`config.mk`:
```
export PLATFORM = sky130hd
export DESIGN_NAME = cache_bank_arbiter
export DESIGN_NICKNAME = d
export VERILOG_FILES = /design/src/rtl/cache_bank_arbiter.sv
export SDC_FILE = /design/constraint.sdc
export NUM_CORES = 1
export LEC_CHECK = 0
export ABC_AREA = 0
export CORE_MARGIN = 2
export CORE_UTILIZATION = 41
export CTS_CLUSTER_DIAMETER = 120
export DETAILED_ROUTE_END_ITERATION = 16
export GPL_ROUTABILITY_DRIVEN = 1
export GPL_TIMING_DRIVEN = 0
export SETUP_SLACK_MARGIN = 0.1
export SLEW_MARGIN = 20
export SYNTH_ARGS = -nofsm -noshare
export SYNTH_HDL_FRONTEND = slang
export SYNTH_SLANG_ARGS = --single-unit
export TNS_END_PERCENT = 30
```
`constraint.sdc`:
```
create_clock -name clk -period 5.5 [get_ports clk]
set_input_delay 1.1 -clock clk [delete_from_list [all_inputs] [get_ports clk]]
set_output_delay 1.1 -clock clk [all_outputs]
set_load 0.01 [all_outputs]
```
`src/rtl/cache_bank_arbiter.sv`:
```
// Round-robin owner selection and start/done sequencing for one shared cache bank.
// Four requesters; a watchdog releases the bank if done never arrives.
module cache_bank_arbiter #(
    parameter int TIMEOUT_W = 8,
    parameter int TIMEOUT   = 200
) (
    input  logic       clk,
    input  logic       rstN,
    input  logic [3:0] req,
    input  logic       bankDone,
    output logic [3:0] grantOut,
    output logic [1:0] grantIdx,
    output logic       bankStart,
    output logic       busy,
    output logic       timeoutErr
);

    typedef enum logic [1:0] {
        IDLE,
        START,
        WAIT
    } state_t;

    localparam bit WDOG_EN = (TIMEOUT != 0);
    localparam logic [TIMEOUT_W-1:0] TLAST =
        TIMEOUT_W'((TIMEOUT == 0) ? 0 : TIMEOUT - 1);

    state_t               state, state_n;
    logic [TIMEOUT_W-1:0] timer, timer_n;
    logic [1:0]           lastIdx, lastIdx_n;
    logic [3:0]           grantOut_n;
    logic [1:0]           grantIdx_n;
    logic                 bankStart_n;
    logic                 busy_n;
    logic                 timeoutErr_n;

    logic [1:0] win;
    logic [1:0] cand;
    logic       found;

    // Search starts one past the previous owner and wraps.
    always_comb begin
        win   = lastIdx;
        cand  = lastIdx;
        found = 1'b0;
        for (int k = 1; k <= 4; k++) begin
            cand = lastIdx + 2'(k);
            if (!found && req[cand]) begin
                found = 1'b1;
                win   = cand;
            end
        end
    end

    always_comb begin
        state_n      = state;
        timer_n      = timer;
        lastIdx_n    = lastIdx;
        grantOut_n   = grantOut;
        grantIdx_n   = grantIdx;
        bankStart_n  = 1'b0;
        busy_n       = busy;
        timeoutErr_n = 1'b0;
        unique case (state)
            IDLE: begin
                grantOut_n = 4'b0000;
                grantIdx_n = 2'd0;
                busy_n     = 1'b0;
                if (found) begin
                    state_n    = START;
                    grantIdx_n = win;
                    grantOut_n = 4'b0001 << win;
                    busy_n     = 1'b1;
                end
            end
            START: begin
                bankStart_n = 1'b1;
                timer_n     = '0;
                state_n     = WAIT;
            end
            WAIT: begin
                // Done has priority over a watchdog expiry in the same cycle.
                if (bankDone || (WDOG_EN && timer == TLAST)) begin
                    timeoutErr_n = !bankDone;
                    state_n      = IDLE;
                    grantOut_n   = 4'b0000;
                    grantIdx_n   = 2'd0;
                    busy_n       = 1'b0;
                    lastIdx_n    = grantIdx;
                    timer_n      = '0;
                end else begin
                    timer_n = timer + 1'b1;
                end
            end
            default: begin
                state_n    = IDLE;
                grantOut_n = 4'b0000;
                grantIdx_n = 2'd0;
                busy_n     = 1'b0;
            end
        endcase
    end

    always_ff @(posedge clk or negedge rstN) begin
        if (!rstN) begin
            state      <= IDLE;
            timer      <= '0;
            lastIdx    <= 2'd3;
            grantOut   <= 4'b0000;
            grantIdx   <= 2'd0;
            bankStart  <= 1'b0;
            busy       <= 1'b0;
            timeoutErr <= 1'b0;
        end else begin
            state      <= state_n;
            timer      <= timer_n;
            lastIdx    <= lastIdx_n;
            grantOut   <= grantOut_n;
            grantIdx   <= grantIdx_n;
            bankStart  <= bankStart_n;
            busy       <= busy_n;
            timeoutErr <= timeoutErr_n;
        end
    end

endmodule

```
Word-level counts from Yosys, hierarchy flattened
Index checks and enable logic that the tools add are counted.
Cells by class
  add/sub/neg operators: 4
  multipliers: 0
  div/mod/pow operators: 0
  magnitude comparators: 4
  equal/unequal tests: 5
  shift operators: 1
  mux-type cells: 32
  bitwise operators: 1
  reduce and logical (&&, ||, !) cells: 13
Operators by type and width (count)
  8-bit case mux with 2 select lines: 1
  2-bit 2-to-1 mux: 7
  1-bit 2-to-1 mux: 13
  2-bit by 3-bit < comparator with 1-bit output, second input constant: 4
  2-bit case mux with 3 select lines: 2
  4-bit case mux with 3 select lines: 1
  8-bit by 1-bit adder with 8-bit output, second input constant: 1
  1-bit binary-select mux with 2-bit select: 4
  8-bit equality test, second input constant: 1
  4-bit 2-to-1 mux: 2
  8-bit 2-to-1 mux: 1
  2-bit AND reduction: 3
  2-bit adder, second input constant: 2
  1-bit logical NOT: 4
  2-bit != test, second input constant: 2
  1-bit by 2-bit left shift with 4-bit output, first input constant: 1
  1-bit logical AND: 3
  1-bit case mux with 3 select lines: 1
  2-bit by 1-bit adder with 2-bit output, second input constant: 1
  2-bit by 1-bit equality test with 1-bit output, second input constant: 1
  2-bit equality test, second input constant: 1
  2-bit logical NOT: 1
  2-bit nonzero test: 1
  1-bit logical OR: 1
  1-bit NOT: 1
Word-level totals
  flip-flop bits (word level): 21
  bits in latches: 0
  bits in writable memories: 0
  memory bits (read-only): 0
  input port bits: 7
  output and inout bits: 9
  word-level logic and storage cells: 68
  memories kept: 0

Depth between registers and ports, before layout
Gate-level depths: netlist of run 1.
  word-level depth: 16
  depth in mapped cells: 7
  depth with buffers taken out: 6

Worst setup path after synthesis of run 1
OpenSTA, ideal clock, no wires.
  path kind: input to register
  start: input port bankDone
  end: register grantOut[2]
  setup time: 0.110 ns
  arrival time: 1.991 ns
  data required time: 5.390 ns
  slack: 3.399 ns
  stages: 5
  path buffers: 1
  path through: nand2b_1 > a41oi_4 > or2_0 > buf_2 > o41ai_1
On the way
  word-level cells in the longest chain between the ends: 3
RTL lines
  start, declared: RTL line 10  | input logic bankDone,
  1-bit logical OR: RTL line 83  | if (bankDone || (WDOG_EN && timer == TLAST)) begin
  2-bit != test (no source line)
  2-bit AND reduction (no source line)
  end signal, assigned: RTL line 118  | grantOut <= grantOut_n;
  end, declared: RTL line 11  | output logic [3:0] grantOut,
No other way between the ends.
A chain may end at the register's enable or synchronous reset.

Worst setup path after layout of run 1
  start: input port req[1]
  end: register grantOut[3]
On the way
  word-level cells in the longest chain between the ends: 15
  elaborated cells on any way between the ends: 25
  classes of those cells: 1 x shift; 18 x mux; 6 x reduce/logical
RTL lines
  start, declared: RTL line 9  | input logic [3:0] req,
  1-bit binary-select mux with 2-bit select: RTL line 48  | if (!found && req[cand]) begin
  1-bit 2-to-1 mux (not written as such): RTL line 48
  1-bit 2-to-1 mux: RTL line 48
  1-bit logical NOT: RTL line 48
  1-bit logical AND: RTL line 48
  1-bit 2-to-1 mux: RTL line 48
  1-bit logical NOT: RTL line 48
  1-bit logical AND: RTL line 48
  1-bit 2-to-1 mux: RTL line 48
  1-bit logical NOT: RTL line 48
  1-bit logical AND: RTL line 48
  2-bit 2-to-1 mux: RTL line 48
  1-bit by 2-bit left shift with 4-bit output: RTL line 72  | grantOut_n = 4'b0001 << win;
  4-bit 2-to-1 mux *: RTL line 69  | if (found) begin
  4-bit case mux with 3 select lines *: RTL line 64  | unique case (state)
Every way passes the cells marked *; elsewhere a longest branch is shown, timed or not. The select of a mux whose other input is x is not followed.

==> impl_metrics.yaml, run 1 <==
synthesis:
  syn_nets: 117
  netlist-cell-type-count: 37
  syn_avg_cell_area_um2: 10.5
  synth_cells: 106
  synth_seq_cells: 21
  ys_warn_count: 0
  synth.yosys.seq_area_share_pct: 47.6
  syn_area_um2: 1110
grt:
  antenna_found_initial: 0
  overflow: 0
  track_usage_pct: 14.5
  first_global_vias: 840
  grt_pass1_wl_um: 3620
  grt_max_degree: 22
status:
  status: "completed"
clocking:
  post_cts_resized: 0
  cts.sinks: 21
  cts_max_level: 1
  clockBufferDepth: 2
  cts_setup_buffers: 0
  holdBufCountCts: 0
  path_clk_slew_ns: 0.13
  clock_latency_ns: 0.31
  clockRootBuffer: "clkbuf_4"
  tritoncts: "yes"
  cts_buffers: 3
worst_setup_path:
  cp.required_ns: 5.71
  arrival_ns: 2.63
  r2r_start: "timer[0]$_DFFE_PN0P_"
  setup.worst_path.class: "in -> reg"
  cp_max_fo: 5
  cp-end-kind: "flop"
  critPathLaunchType: "input port"
  crit_path_start: "req[1]"
final_layout:
  final_common_cell: "dfrtp_1"
  fillers: 233
  nNetsFinal: 137
  area_growth_pct: 19.6
  postLayoutCoreUtil_pct: 52.6
  final_cell_mix: "19 x dfrtp_1, 15 x clkdlybuf4s50_1, 13 x o21ai_0, 7 x inv_1, 6 x nand3_1"
  final_layout_size_suffix_gt1_share_pct: 12.0
  n_antenna_cell: 0
run:
  maxCapViolCount: 0
placement:
  portBuffers: 15
  dp_hpwl_um: 1580
  place_congestion: 0.799
  pre_cts_ws_ns: 2.80
route:
  via_count: 846
  avgRoutedWirePerCell_um: 13.7
  first_pass_iters: 4
  wirelength_um: 2120
  drtIter0Drc: 12
  postRouteAntennaNets: 0
  vias_per_cell: 5.46
  drc: 0
timing:
  skew_ns: 0.0135
  rsz0062_at_grt: "false"
  timing.final.hold_violations: 0
  max-slew-margin-rel_pct: 38.0
  setup-violations-final: 0
  fin_crit_sh_pct: 44.0
  finalSetupTns_ns: 0
  drv_slew: 0
  worst_slack_ns: 3.08
  clock.fmax_ghz: 0.413
  worst_pin_slew_ns: 0.927
  min_period_ns: 2.42
floorplanning:
  start_util_pct: 44.0
  fp-row-count: 18
  dieArea_um2: 3140
  die_y_um: 56.0
  die_w_um: 56.0
  core_area_um2: 2520
  ios: 16
worst_hold_path:
  min_path_type: "reg -> reg"
  hp-start: "busy$_DFFE_PN0P_"
pwr:
  leakagePower_nw: 0.555
  p_per_area_nw_per_um2: 423
  max-vdd-ir-drop_mv: 0.293
[registers in the layout, summed over array words and instances (netlist names)]
register    flops
bankStart       1
timeoutErr      1
busy            1
grantOut        4
grantIdx        2
lastIdx         2
state           2
timer           8
[area by class of cell]
type	count	area, um^2	share of cell area (%)
Buffer	3	13.8	1.04
Clock inverter	1	7.51	0.566
Multi-Input combinational cell	75	542	40.8
Inverter	7	26.3	1.98
Tap cell	30	37.5	2.83
Sequential cell	21	528	39.8
Clock buffer	3	22.5	1.70
Timing Repair Buffer	15	150	11.3
[per-layer routing]
layer	up-vias	GRT usage, %	wire (um)
li1	429	-	-
met1	403	17.5	956
met2	12	25.7	1090
met3	2	3.02	65
met4	0	4.08	10
met5	-	0	0
[synthesized netlist by cell type, drive strengths merged]
cell type   n  share of area [%]
dfrtp      19                 43
o21ai      13                5.9
inv         7                2.4
nand3       6                2.7
nand2b      5                2.8
nor2        5                1.7
o31ai       5                3.4
ha          4                4.5
a21boi      3                2.0
mux2        3                3.0
xor2        3                2.4
and3        2                1.1
buf         2               0.90
dfstp       2                4.7
mux2i       2                1.8
nand2       2               0.68
nor2b       2                1.1
o41ai       2                1.6
a211oi      1               0.68
a21bo       1               0.90
a21oi       1               0.45
a22o        1               0.79
a22oi       1               0.68
a41oi       1                2.5
and3b       1               0.90
and4        1               0.79
clkbuf      1               0.34
nand3b      1               0.68
nand4       1               0.56
nor3        1               0.45
nor4        1               0.56
o21a        1               0.68
o221a       1                1.0
o221ai      1               0.79
o22ai       1               0.56
or2         1               0.56
or3         1               0.56
[worst max-delay path: stages]
cell and delay (ns):
clkdlybuf4s50_1 0.47, o21ai_0 0.21, a21boi_0 0.13, or3_1 0.43, o41ai_1 0.28
[cells by family (layout without fill, tap and decap cells)]
kind of cell | after synthesis | after routing | synth area share, %
compound gates | 33 | 33 | 21.9
simple gates | 30 | 30 | 15.2
flops | 21 | 21 | 47.6
buf+inv | 10 | 29 | 3.61
mux | 5 | 5 | 4.85
fa+ha+maj | 4 | 4 | 4.51
xor+xnor | 3 | 3 | 2.37
[path summary, 6_finish.rpt]
check                           cells past startpoint  slack (ns)                      end
min in group asynchronous                           1        1.29     timer[3]$_DFFE_PN0P_
worst max-delay path                                5        3.08  grantOut[3]$_DFFE_PN0P_
worst max register to register                      6        3.47  grantOut[3]$_DFFE_PN0P_
max in group asynchronous                           1        3.63     timer[7]$_DFFE_PN0P_
worst min register to register                      2        0.53         busy$_DFFE_PN0P_
worst min-delay path                                2        0.53         busy$_DFFE_PN0P_
[stage by stage]
stage / cell area (um^2) / total power (W) / cells / hold slack [ns]
6_report: 1330 / 0.000562 / 155 / 0.528
5_1_grt: 1330 / 0.000606 / 155 / 0.569
4_1_cts: 1330 / 0.000568 / 155 / 0.532
3_5_place_dp: 1300 / 0.000487 / 151 / 0.494
3_3_place_gp: 1300 / 0.000487 / 151 / 0.494
2_1_floorplan: 1110 / 0.000389 / 106 / 0.479
[where the power goes]
part	leakage (nW)	internal (W)	switching, W	total (W)
sequential	0.277	0.000199	0.0000315	0.000230
combinational	0.264	0.000125	0.000129	0.000253
clock	0.0139	0.0000277	0.0000506	0.0000783
(Power assumes the default switching activity.)
==> inputs of run 2 (changes only) <==
==> constraint.sdc (replaced) <==
create_clock -name clk -period 2.35 [get_ports clk]
set_input_delay 0.47 -clock clk [delete_from_list [all_inputs] [get_ports clk]]
set_output_delay 0.47 -clock clk [all_outputs]
set_load 0.01 [all_outputs]
==> results of run 2 <==
The final DEF is identical to that of run 1. Status: completed.
Main changes from that run: setup slack after placement 2.80 ns -> 0.275 ns; setup slack after layout 3.08 ns -> 0.320 ns; start point of the critical path req[1] -> timer[0]$_DFFE_PN0P_; register-to-register setup slack 3.47 ns -> 0.32 ns; total power 0.000562 W -> 0.00131 W; worst IR drop on VDD 0.293 mV -> 0.686 mV
